`config.mk`:
```
export PLATFORM = sky130hd
export DESIGN_NAME = ws281x_recv
export DESIGN_NICKNAME = d
export VERILOG_FILES = /design/src/rtl/ws281x_recv.sv
export SDC_FILE = /design/constraint.sdc
export NUM_CORES = 1
export LEC_CHECK = 0
export ABC_CLOCK_PERIOD_IN_PS = 3500
export BUFFER_PORTS_ARGS = -buffer_cell sky130_fd_sc_hd__clkbuf_2
export CAP_MARGIN = 25
export CORE_ASPECT_RATIO = 0.75
export CORE_MARGIN = 2
export CORE_UTILIZATION = 49
export CTS_BUF_LIST = sky130_fd_sc_hd__clkbuf_16
export CTS_CLUSTER_SIZE = 10
export DETAILED_ROUTE_END_ITERATION = 7
export GPL_ROUTABILITY_DRIVEN = 0
export PLACE_DENSITY = 0.69
export SYNTH_ARGS = -nofsm -noshare
export SYNTH_HDL_FRONTEND = slang
export SYNTH_SLANG_ARGS = --single-unit
```
`constraint.sdc`:
```
create_clock -name clk_in -period 3.5 [get_ports clk_in]
set_input_delay 0.525 -clock clk_in [delete_from_list [all_inputs] [get_ports clk_in]]
set_output_delay 0.525 -clock clk_in [all_outputs]
set_load 0.02 [all_outputs]
```
`src/rtl/ws281x_recv.sv`:
```
// WS281x line decoder: classifies pulses into bits and writes MSB-first bytes to a 64x4 byte-lane RAM.
// Optional macro WS281X_RECV_GLITCH_FILTER_EN adds a 3-sample majority filter after the synchronizer.
module ws281x_recv (
   input  logic        clk_in,
   input  logic        rst_in,
   input  logic        ws281x_data_in,
   input  logic [7:0]  bit_thr_cnt_in,
   input  logic [15:0] rst_cnt_in,
   output logic        wr_en_out,
   output logic [5:0]  wr_addr_out,
   output logic [7:0]  wr_data_out,
   output logic [3:0]  wr_byte_en_out,
   output logic        wr_done_out,
   output logic        err_out
);

   typedef enum logic [1:0] {SYNC, IDLE, HIGH, LOW} state_t;

   state_t      state;
   logic        sync_q1;
   logic        sync_q2;
   logic        line;
   logic        line_q;
   logic        rise;
   logic        fall;
   logic        pend_rise;
   logic [7:0]  high_cnt;
   logic [15:0] low_cnt;
   logic [15:0] rst_eff;
   logic [7:0]  shreg;
   logic [2:0]  bit_cnt;
   logic [8:0]  byte_cnt;
   logic        new_bit;
   logic [7:0]  byte_nx;

   always_ff @(posedge clk_in) begin
      if (rst_in) begin
         sync_q1 <= 1'b0;
         sync_q2 <= 1'b0;
      end else begin
         sync_q1 <= ws281x_data_in;
         sync_q2 <= sync_q1;
      end
   end

`ifdef WS281X_RECV_GLITCH_FILTER_EN
   logic tap1;
   logic tap2;
   logic filt_q;

   // Registered majority of three samples: single-cycle pulses never win.
   always_ff @(posedge clk_in) begin
      if (rst_in) begin
         tap1   <= 1'b0;
         tap2   <= 1'b0;
         filt_q <= 1'b0;
      end else begin
         tap1   <= sync_q2;
         tap2   <= tap1;
         filt_q <= (sync_q2 & tap1) | (sync_q2 & tap2) | (tap1 & tap2);
      end
   end

   assign line = filt_q;
`else
   assign line = sync_q2;
`endif

   always_ff @(posedge clk_in) begin
      if (rst_in) line_q <= 1'b0;
      else        line_q <= line;
   end

   assign rise    = line & ~line_q;
   assign fall    = ~line & line_q;
   assign rst_eff = (rst_cnt_in == 16'd0) ? 16'd1 : rst_cnt_in;
   assign new_bit = high_cnt > bit_thr_cnt_in;
   assign byte_nx = {shreg[6:0], new_bit};

   always_ff @(posedge clk_in) begin
      if (rst_in) begin
         state          <= SYNC;
         pend_rise      <= 1'b0;
         high_cnt       <= 8'd0;
         low_cnt        <= 16'd0;
         shreg          <= 8'd0;
         bit_cnt        <= 3'd0;
         byte_cnt       <= 9'd0;
         wr_en_out      <= 1'b0;
         wr_addr_out    <= 6'd0;
         wr_data_out    <= 8'd0;
         wr_byte_en_out <= 4'd0;
         wr_done_out    <= 1'b0;
         err_out        <= 1'b0;
      end else begin
         wr_en_out   <= 1'b0;
         wr_done_out <= 1'b0;
         err_out     <= 1'b0;
         unique case (state)
            SYNC: begin
               pend_rise <= 1'b0;
               if (line)                   low_cnt <= 16'd0;
               else if (low_cnt >= rst_eff) state  <= IDLE;
               else                        low_cnt <= low_cnt + 16'd1;
            end
            IDLE: begin
               if (rise || pend_rise) begin
                  state     <= HIGH;
                  high_cnt  <= 8'd1;
                  pend_rise <= 1'b0;
               end
            end
            HIGH: begin
               if (fall) begin
                  state   <= LOW;
                  low_cnt <= 16'd1;
                  shreg   <= byte_nx;
                  if (bit_cnt == 3'd7) begin
                     bit_cnt <= 3'd0;
                     // Capacity is full once byte_cnt hits 256: drop and flag.
                     if (byte_cnt[8]) begin
                        err_out <= 1'b1;
                     end else begin
                        wr_en_out      <= 1'b1;
                        wr_addr_out    <= byte_cnt[7:2];
                        wr_data_out    <= byte_nx;
                        wr_byte_en_out <= 4'b0001 << byte_cnt[1:0];
                        byte_cnt       <= byte_cnt + 9'd1;
                     end
                  end else begin
                     bit_cnt <= bit_cnt + 3'd1;
                  end
               end else if (high_cnt != 8'hFF) begin
                  high_cnt <= high_cnt + 8'd1;
               end
            end
            LOW: begin
               // Frame end wins over a coincident rise; the rise is latched for IDLE.
               if (low_cnt >= rst_eff) begin
                  state       <= IDLE;
                  pend_rise   <= rise;
                  wr_done_out <= byte_cnt != 9'd0;
                  err_out     <= bit_cnt != 3'd0;
                  byte_cnt    <= 9'd0;
                  bit_cnt     <= 3'd0;
               end else if (rise) begin
                  state    <= HIGH;
                  high_cnt <= 8'd1;
               end else if (low_cnt != 16'hFFFF) begin
                  low_cnt <= low_cnt + 16'd1;
               end
            end
            default: state <= SYNC;
         endcase
      end
   end

endmodule

```
==> tab_implementation.tex, run 1 <==
\begin{tabular}{lr}
\hline
Metric & Value \\
\hline
\multicolumn{2}{l}{\textbf{Critical path}} \\
\quad Buffers plus inverters on the worst setup path & 1 \\
\quad Critical path arrival & 3.13 ns \\
\quad Type of destination of the critical path & flip-flop \\
\quad Cell Chain, Critical Path & clkbuf\_2 -> nor4\_1 -> a41o\_1 -> ha\_1 -> nand2b\_1 -> a2111oi\_2 -> or4\_4 -> nand3\_2 -> or4\_4 -> o32ai\_1 \\
\quad Worst endpoint required time & 3.74 ns \\
\quad Most used cell, CP & or4\_4 \\
\quad Cell family with most CP delay & simple AND/OR/NAND/NOR gates \\
\quad Worst setup slack for register-to-register paths & 0.75 ns \\
\quad Kind of critical path & input pin to flip-flop \\
\quad CP max stage delay & 0.58 ns \\
\quad Cell with the largest stage delay on the worst path & or4\_4 \\
\quad Critical Path Source Type & input pin \\
\quad Maximum fanout encountered on the critical timing path & 5 \\
\multicolumn{2}{l}{\textbf{Synthesis}} \\
\quad Nets in the synthesized netlist & 555 \\
\quad Synthesized netlist cell count & 495 \\
\quad Flip-flop cell with the highest count after synthesis & dfxtp\_1 \\
\quad Flops \& latches, synth & 70 \\
\quad Netlist cell types & 56 \\
\quad Fraction of post-synthesis cell area in the top cell type by area & 35.1\% \\
\quad Share of flip-flops with an asynchronous set or reset after synthesis & 0\% \\
\quad Register area share after synthesis & 35.1\% \\
\quad Count of flip-flops with a built-in enable after synthesis & 0 \\
\quad Post-synthesis average cell area & 8.07 µm² \\
\quad Cell taking the most area after synthesis & dfxtp\_1 \\
\quad Post-synthesis instance area & 4000 µm² \\
\quad Syn. warnings & 0 \\
\quad Largest cells by area after synthesis & dfxtp\_1 (35\%), ha\_1 (10\%), a21oi\_1 (7.5\%) \\
\multicolumn{2}{l}{\textbf{GRT}} \\
\quad Leftover overflow at the end of global routing & 0 \\
\quad Wire length of the first global-routing pass & 16,200 µm \\
\quad Pin count of the biggest net entering global routing & 35 \\
\quad Gr usage total & 22.9\% \\
\quad Via count of the first global-routing pass & 3,458 \\
\quad Initial antenna violation count & 0 \\
\multicolumn{2}{l}{\textbf{Power}} \\
\quad Peak ir drop on the vdd network & 0.340 mV \\
\quad Leak Pwr & 1.86 nW \\
\quad Power per standard cell area & 405 nW/µm² \\
\multicolumn{2}{l}{\textbf{Clock tree}} \\
\quad Cts hold-fix bufs & 0 \\
\quad Clock latency at the later pin of the worst-skew pair & 0.33 ns \\
\quad H-tree levels & 3 \\
\quad Clock Root Buffer & clkbuf\_16 \\
\quad Post-CTS clock slew at the launch and capture registers of the worst setup and hold paths & 0.06 ns \\
\quad TritonCTS sink count & 70 \\
\quad Buffers inserted during post-CTS setup optimization & 0 \\
\quad Number of buffers created by CTS & 9 \\
\quad Post-CTS sizing & 0 \\
\quad Clk buf depth & 2 \\
\quad TritonCTS clock tree & built \\
\multicolumn{2}{l}{\textbf{Run status}} \\
\quad Status & finished clean \\
\multicolumn{2}{l}{\textbf{Place}} \\
\quad Total placed cells including tap cells & 634 \\
\quad Post-placement cell area & 4320 µm² \\
\quad Post-DP HPWL & 7100 µm \\
\quad \# port buffers & 47 \\
\multicolumn{2}{l}{\textbf{STA}} \\
\quad Share of the clock period used by the worst path & 82.6\% \\
\quad Setup-failing EPs final & 0 \\
\quad Period minus WS final & 2.89 ns \\
\quad Worst Tran Pin Value & 0.764 ns \\
\quad Highest attainable clock frequency & 0.346 GHz \\
\quad RSZ-0062 raised after global routing & no \\
\quad Remaining max-slew budget at the tightest pin & 49.1\% \\
\quad Fin Setup TNS & 0 ns \\
\quad Final max-slew violation count & 0 \\
\quad Final worst clock skew & 0.00606 ns \\
\quad Hold violation total from the final report & 0 \\
\multicolumn{2}{l}{\textbf{Final layout}} \\
\quad Leading cell type in the layout, fill and taps excluded & nand2\_1 \\
\quad Fraction of layout instances using a drive strength above 1 & 16.0\% \\
\quad Commonest non-fill, non-tap cells in the layout & nand2\_1 (74), dfxtp\_1 (70), a21oi\_1 (60), clkbuf\_2 (47), inv\_1 (34) \\
\quad Post-Layout Inst Area & 4620 µm² \\
\quad Layout Utilization & 58.4\% \\
\quad Total Nets Final & 600 \\
\quad Number of fill cells & 728 \\
\quad ANT cells & 0 \\
\quad Layout area overhead & 15.7\% \\
\quad Finished Layout Cells & 650 \\
\multicolumn{2}{l}{\textbf{Flow run}} \\
\quad Maxcap violations & 0 \\
\multicolumn{2}{l}{\textbf{Floorplanning}} \\
\quad Full die area & 8900 µm² \\
\quad Count of pins on the block boundary & 48 \\
\quad Core area & 7920 µm² \\
\quad Floorplan row count & 28 \\
\quad Die extent in y & 82.2 µm \\
\quad Initial core utilization & 50.5\% \\
\quad Die Span X & 108 µm \\
\multicolumn{2}{l}{\textbf{Route}} \\
\quad Final ANT Viol Nets & 0 \\
\quad First drt pass iteration count & 5 \\
\quad Wirelength, routed & 9920 µm \\
\quad Number of DRC markers after the initial detailed-route iteration & 257 \\
\quad Vias after detailed routing & 3,814 \\
\quad Number of vias per cell after detailed routing & 5.87 \\
\quad Final routed DRC violation total & 0 \\
\quad Routed len/inst & 15.3 µm \\
\multicolumn{2}{l}{\textbf{Hold path}} \\
\quad Class of the worst hold path & input pin to flip-flop \\
\hline
\end{tabular}
==> through the flow <==
step | setup WS [ns] | hold WS [ns] | power (W)
after floorplan | 0.652 | 0.414 | 0.000942
after global placement | 0.317 | 0.430 | 0.000987
after detailed placement | 0.279 | 0.442 | 0.000990
after CTS | 0.648 | 0.421 | 0.00189
after global routing | 0.422 | 0.421 | 0.00194
final | 0.609 | 0.417 | 0.00187
==> synth_stat cells, types with 4 or more instances <==
master    count
a211oi_1      4
a21o_1        5
a21oi_1      60
a311oi_1      5
a31oi_1       7
and3_1       10
clkbuf_1     16
dfxtp_1      70
ha_1         33
inv_1        34
nand2_1      74
nand2b_1     14
nand3_1      19
nand4_1       7
nor2_1       22
nor2b_1       8
nor3_1       12
nor4_1        8
o21ai_0      12
o21ai_1       9
o31ai_1       8
or3_1         4
==> state kept, by name, indices dropped and copies added, names as in the netlist, 3 cells and up <==
name,cells
wr_addr_out,6
low_cnt,16
wr_byte_en_out,4
bit_cnt,3
shreg,7
wr_data_out,8
high_cnt,8
byte_cnt,9
==> worst register-to-register path: stages, from the launching register on <==
cell and delay [ns]:
dfxtp_1 0.35, ha_1 0.35, and4_4 0.27, nand3_2 0.12, or4_4 0.59, a31oi_4 0.46
nor2_1 0.20, a2111oi_2 0.32
==> kinds of logic after synthesis <==
kind of cell | after synthesis | share of synthesized area, %
compound gates | 140 | 23.8
xor+xnor | 1 | 0.219
fa+ha+maj | 33 | 10.3
buf+inv | 55 | 5.67
flops | 70 | 35.1
simple gates | 196 | 24.9
==> routing by layer <==
layer	vias up	global-route usage [%]	routed length [µm]
met5	-	0	0
met3	6	5.89	650
li1	1897	-	-
met2	108	35.8	4410
met4	0	5.51	55
met1	1803	31.8	4800
==> path summary, 6_finish.rpt <==
path                                  to  depth (start not counted)                   startpoint
max              low_cnt[4]$_SDFFE_PP0P_                         10                rst_cnt_in[1]
min                   sync_q1$_SDFF_PP0_                          2               ws281x_data_in
max reg2reg     low_cnt[14]$_SDFFE_PP0P_                          7     low_cnt[15]$_SDFFE_PP0P_
min reg2reg  wr_addr_out[0]$_SDFFE_PP0P_                          2  wr_addr_out[0]$_SDFFE_PP0P_
==> area by class of cell <==
type	count	area [µm²]	area share, %
Clock buffer	9	225	4.87
Clock inverter	7	75.1	1.62
Inverter	34	128	2.76
Multi-Input combinational cell	370	2370	51.2
Sequential cell	70	1400	30.3
Tap cell	105	131	2.84
Timing Repair Buffer	55	295	6.39
==> report_power, final <==
| part | total [W] | internal, W | switching [W] |
|---|---|---|---|
| logic | 0.000151 | 0.0000603 | 0.0000906 |
| clock network | 0.000898 | 0.000552 | 0.000346 |
| registers | 0.000826 | 0.000808 | 0.0000179 |
| total | 0.00187 | 0.00142 | 0.000455 |
Power figures use the tool's default switching activity.
==> inputs of run 2 (changes only) <==
ABC_CLOCK_PERIOD_IN_PS = 2780   (was 3500)
clock period = 2.78 ns   (was 3.5 ns; I/O delays follow)
==> run 2 against run 1 <==
Compared with the run above:
- final cell count rose by 6.0%
- flip-flop and latch count did not move
- sequential share of layout area fell by 2.0 points
- non-clock buffer count rose by 39
- utilization rose by 4.0 points
- first-iteration DRC count rose by 24%
- sequential power rose by 26%
==> tab_implementation.tex, run 2 (synthesized netlist as in run 1, its figures left out) <==
\begin{tabular}{lr}
\hline
Metric & Value \\
\hline
\multicolumn{2}{l}{\textbf{Final layout}} \\
\quad Commonest non-fill, non-tap cells in the layout & nand2\_1 (74), dfxtp\_1 (70), a21oi\_1 (60), clkbuf\_2 (47), buf\_4 (47) (was nand2\_1 (74), dfxtp\_1 (70), a21oi\_1 (60), clkbuf\_2 (47), inv\_1 (34)) \\
\quad Total Nets Final & 639 (was 600) \\
\quad Largest registers & low\_cnt (16), byte\_cnt (9) (unchanged) \\
\quad Largest Register & low\_cnt (unchanged) \\
\quad Finished Layout Cells & 689 (was 650) \\
\quad Layout area overhead & 23.7\% (was 15.7\%) \\
\quad Leading cell type in the layout, fill and taps excluded & nand2\_1 (unchanged) \\
\quad Max FFs per register & 16 (unchanged) \\
\quad Fraction of layout instances using a drive strength above 1 & 21.6\% (was 16.0\%) \\
\quad ANT cells & 0 (unchanged) \\
\multicolumn{2}{l}{\textbf{STA}} \\
\quad Hold violation total from the final report & 0 (unchanged) \\
\quad Period minus WS final & 2.62 ns \\
\quad Final max-slew violation count & 0 (unchanged) \\
\quad Setup-failing EPs final & 0 (unchanged) \\
\quad Final worst clock skew & 0.00826 ns (was 0.00606 ns) \\
\quad Remaining max-slew budget at the tightest pin & 56.1\% (was 49.1\%) \\
\quad Worst Tran Pin Value & 0.659 ns (was 0.764 ns) \\
\quad Highest attainable clock frequency & 0.382 GHz \\
\quad Share of the clock period used by the worst path & 94.2\% \\
\quad RSZ-0062 raised after global routing & no (unchanged) \\
\multicolumn{2}{l}{\textbf{Place}} \\
\quad Post-DP HPWL & 7500 µm (was 7100 µm) \\
\quad \# port buffers & 47 (unchanged) \\
\quad Total placed cells including tap cells & 668 (was 634) \\
\multicolumn{2}{l}{\textbf{Clock tree}} \\
\quad Number of buffers created by CTS & 9 (unchanged) \\
\quad H-tree levels & 3 (unchanged) \\
\quad Clock Root Buffer & clkbuf\_16 (unchanged) \\
\quad TritonCTS sink count & 70 (unchanged) \\
\quad Clock latency at the later pin of the worst-skew pair & 0.34 ns (was 0.33 ns) \\
\quad Post-CTS clock slew at the launch and capture registers of the worst setup and hold paths & 0.05 ns (was 0.06 ns) \\
\quad Clk buf depth & 2 (unchanged) \\
\quad Cts hold-fix bufs & 0 (unchanged) \\
\quad TritonCTS clock tree & built (unchanged) \\
\multicolumn{2}{l}{\textbf{Critical path}} \\
\quad Kind of critical path & flip-flop to flip-flop (was input pin to flip-flop) \\
\quad Type of destination of the critical path & flip-flop (unchanged) \\
\quad Critical Path Source Type & flip-flop (was input pin) \\
\quad Worst endpoint required time & 2.98 ns (was 3.74 ns) \\
\quad Maximum fanout encountered on the critical timing path & 10 (was 5) \\
\quad Critical path arrival & 2.82 ns (was 3.13 ns) \\
\multicolumn{2}{l}{\textbf{Route}} \\
\quad Number of DRC markers after the initial detailed-route iteration & 319 (was 257) \\
\quad Vias after detailed routing & 3,940 (was 3,814) \\
\quad Final routed DRC violation total & 0 (unchanged) \\
\quad Final ANT Viol Nets & 0 (unchanged) \\
\quad Routed len/inst & 15.0 µm (was 15.3 µm) \\
\quad Wirelength, routed & 10,300 µm (was 9920 µm) \\
\quad Number of vias per cell after detailed routing & 5.72 (was 5.87) \\
\quad First drt pass iteration count & 5 (unchanged) \\
\multicolumn{2}{l}{\textbf{Run status}} \\
\quad Status & finished clean (unchanged) \\
\multicolumn{2}{l}{\textbf{Flow run}} \\
\quad Maxcap violations & 0 (unchanged) \\
\multicolumn{2}{l}{\textbf{Power}} \\
\quad Sum of internal, switching and leakage power & 0.00236 W (was 0.00187 W) \\
\quad Leak Pwr & 2.07 nW (was 1.86 nW) \\
\quad Power per standard cell area & 478 nW/µm² (was 405 nW/µm²) \\
\quad Peak ir drop on the vdd network & 0.457 mV (was 0.340 mV) \\
\multicolumn{2}{l}{\textbf{Floorplanning}} \\
\quad Die extent in y & 82.2 µm (unchanged) \\
\quad Die Span X & 108 µm (unchanged) \\
\quad Initial core utilization & 50.5\% (unchanged) \\
\quad Floorplan row count & 28 (unchanged) \\
\quad Full die area & 8900 µm² (unchanged) \\
\quad Count of pins on the block boundary & 48 (unchanged) \\
\quad Core area & 7920 µm² (unchanged) \\
\multicolumn{2}{l}{\textbf{GRT}} \\
\quad Pin count of the biggest net entering global routing & 44 (was 35) \\
\quad Gr usage total & 24.6\% (was 22.9\%) \\
\quad Via count of the first global-routing pass & 3,609 (was 3,458) \\
\quad Leftover overflow at the end of global routing & 0 (unchanged) \\
\quad Wire length of the first global-routing pass & 17,100 µm (was 16,200 µm) \\
\quad Initial antenna violation count & 0 (unchanged) \\
\multicolumn{2}{l}{\textbf{Hold path}} \\
\quad Class of the worst hold path & input pin to flip-flop (unchanged) \\
\hline
\end{tabular}
==> run 2: cell types whose count changed in the layout (fill, tap and decap cells not counted), sizes merged <==
cell	previous run	this run
buf	8	47
inv	34	37
clkinvlp	3	0
==> run 2: worst max-delay path, cell delays in order (launching register included) <==
cell,delay [ns]
dfxtp_1,0.41
ha_1,0.28
buf_4,0.14
a21oi_1,0.13
nand2_1,0.11
a221oi_4,0.37
buf_4,0.22
a31oi_4,0.17
buf_4,0.20
o311ai_0,0.34
o31ai_1,0.12
==> run 2: power breakdown <==
part	internal [W]	total (W)	leakage [nW]	switching (W)
Sequential	0.00102	0.00104	0.565	0.0000205
Clock	0.000680	0.00109	0.151	0.000412
Combinational	0.000106	0.000231	1.36	0.000126
==> run 2: cell type report <==
cell class	count	area, µm²
multi-input combinational	370	2410
clock inverter	7	58.8
clock buffer	9	225
fill	711	2980
sequential	70	1400
tap	105	131
inverter	34	128
timing repair buffer	94	588
==> run 2: repair_timing <==
action | CTS | global route
endpoints found under the setup margin | 2 | 17
setup buffers | 0 | 4
pin swaps | 0 | 2
gates resized for setup | 1 | 5
hold endpoints to repair | 0 | 0
==> run 2: routing by layer <==
layer  wire, µm  vias to the layer above  global-route usage [%]
li1           -                     1970                       -
met1       4990                     1822                    33.6
met2       4550                      131                    38.6
met3        625                       17                    5.65
met4        150                        0                    8.33
met5          0                        -                       0
==> run 2: path summary, 6_finish.rpt <==
check,start,to,slack (ns),cells past startpoint
worst max-delay path,low_cnt[14]$_SDFFE_PP0P_,low_cnt[9]$_SDFFE_PP0P_,0.16,10
worst min-delay path,ws281x_data_in,sync_q1$_SDFF_PP0_,0.31,2
worst max register to register,low_cnt[14]$_SDFFE_PP0P_,low_cnt[9]$_SDFFE_PP0P_,0.16,10
worst min register to register,sync_q1$_SDFF_PP0_,line$_SDFF_PP0_,0.45,1
==> run 2: stage by stage <==
| stage | setup WS [ns] | TNS [ns] | hold slack [ns] | cell area [µm²] | utilization (%) |
|---|---|---|---|---|---|
| 2_1_floorplan | 0.0402 | 0 | 0.414 | 4000 | - |
| 3_3_place_gp | -0.217 | -2.76 | 0.430 | 4580 | 57.8 |
| 3_5_place_dp | -0.370 | -7.13 | 0.429 | 4580 | 57.8 |
| 4_1_cts | 0.0687 | 0 | 0.315 | 4870 | 61.5 |
| 5_1_grt | 0.00576 | 0 | 0.327 | 4940 | 62.4 |
| 6_report | 0.163 | 0 | 0.311 | 4940 | 62.4 |
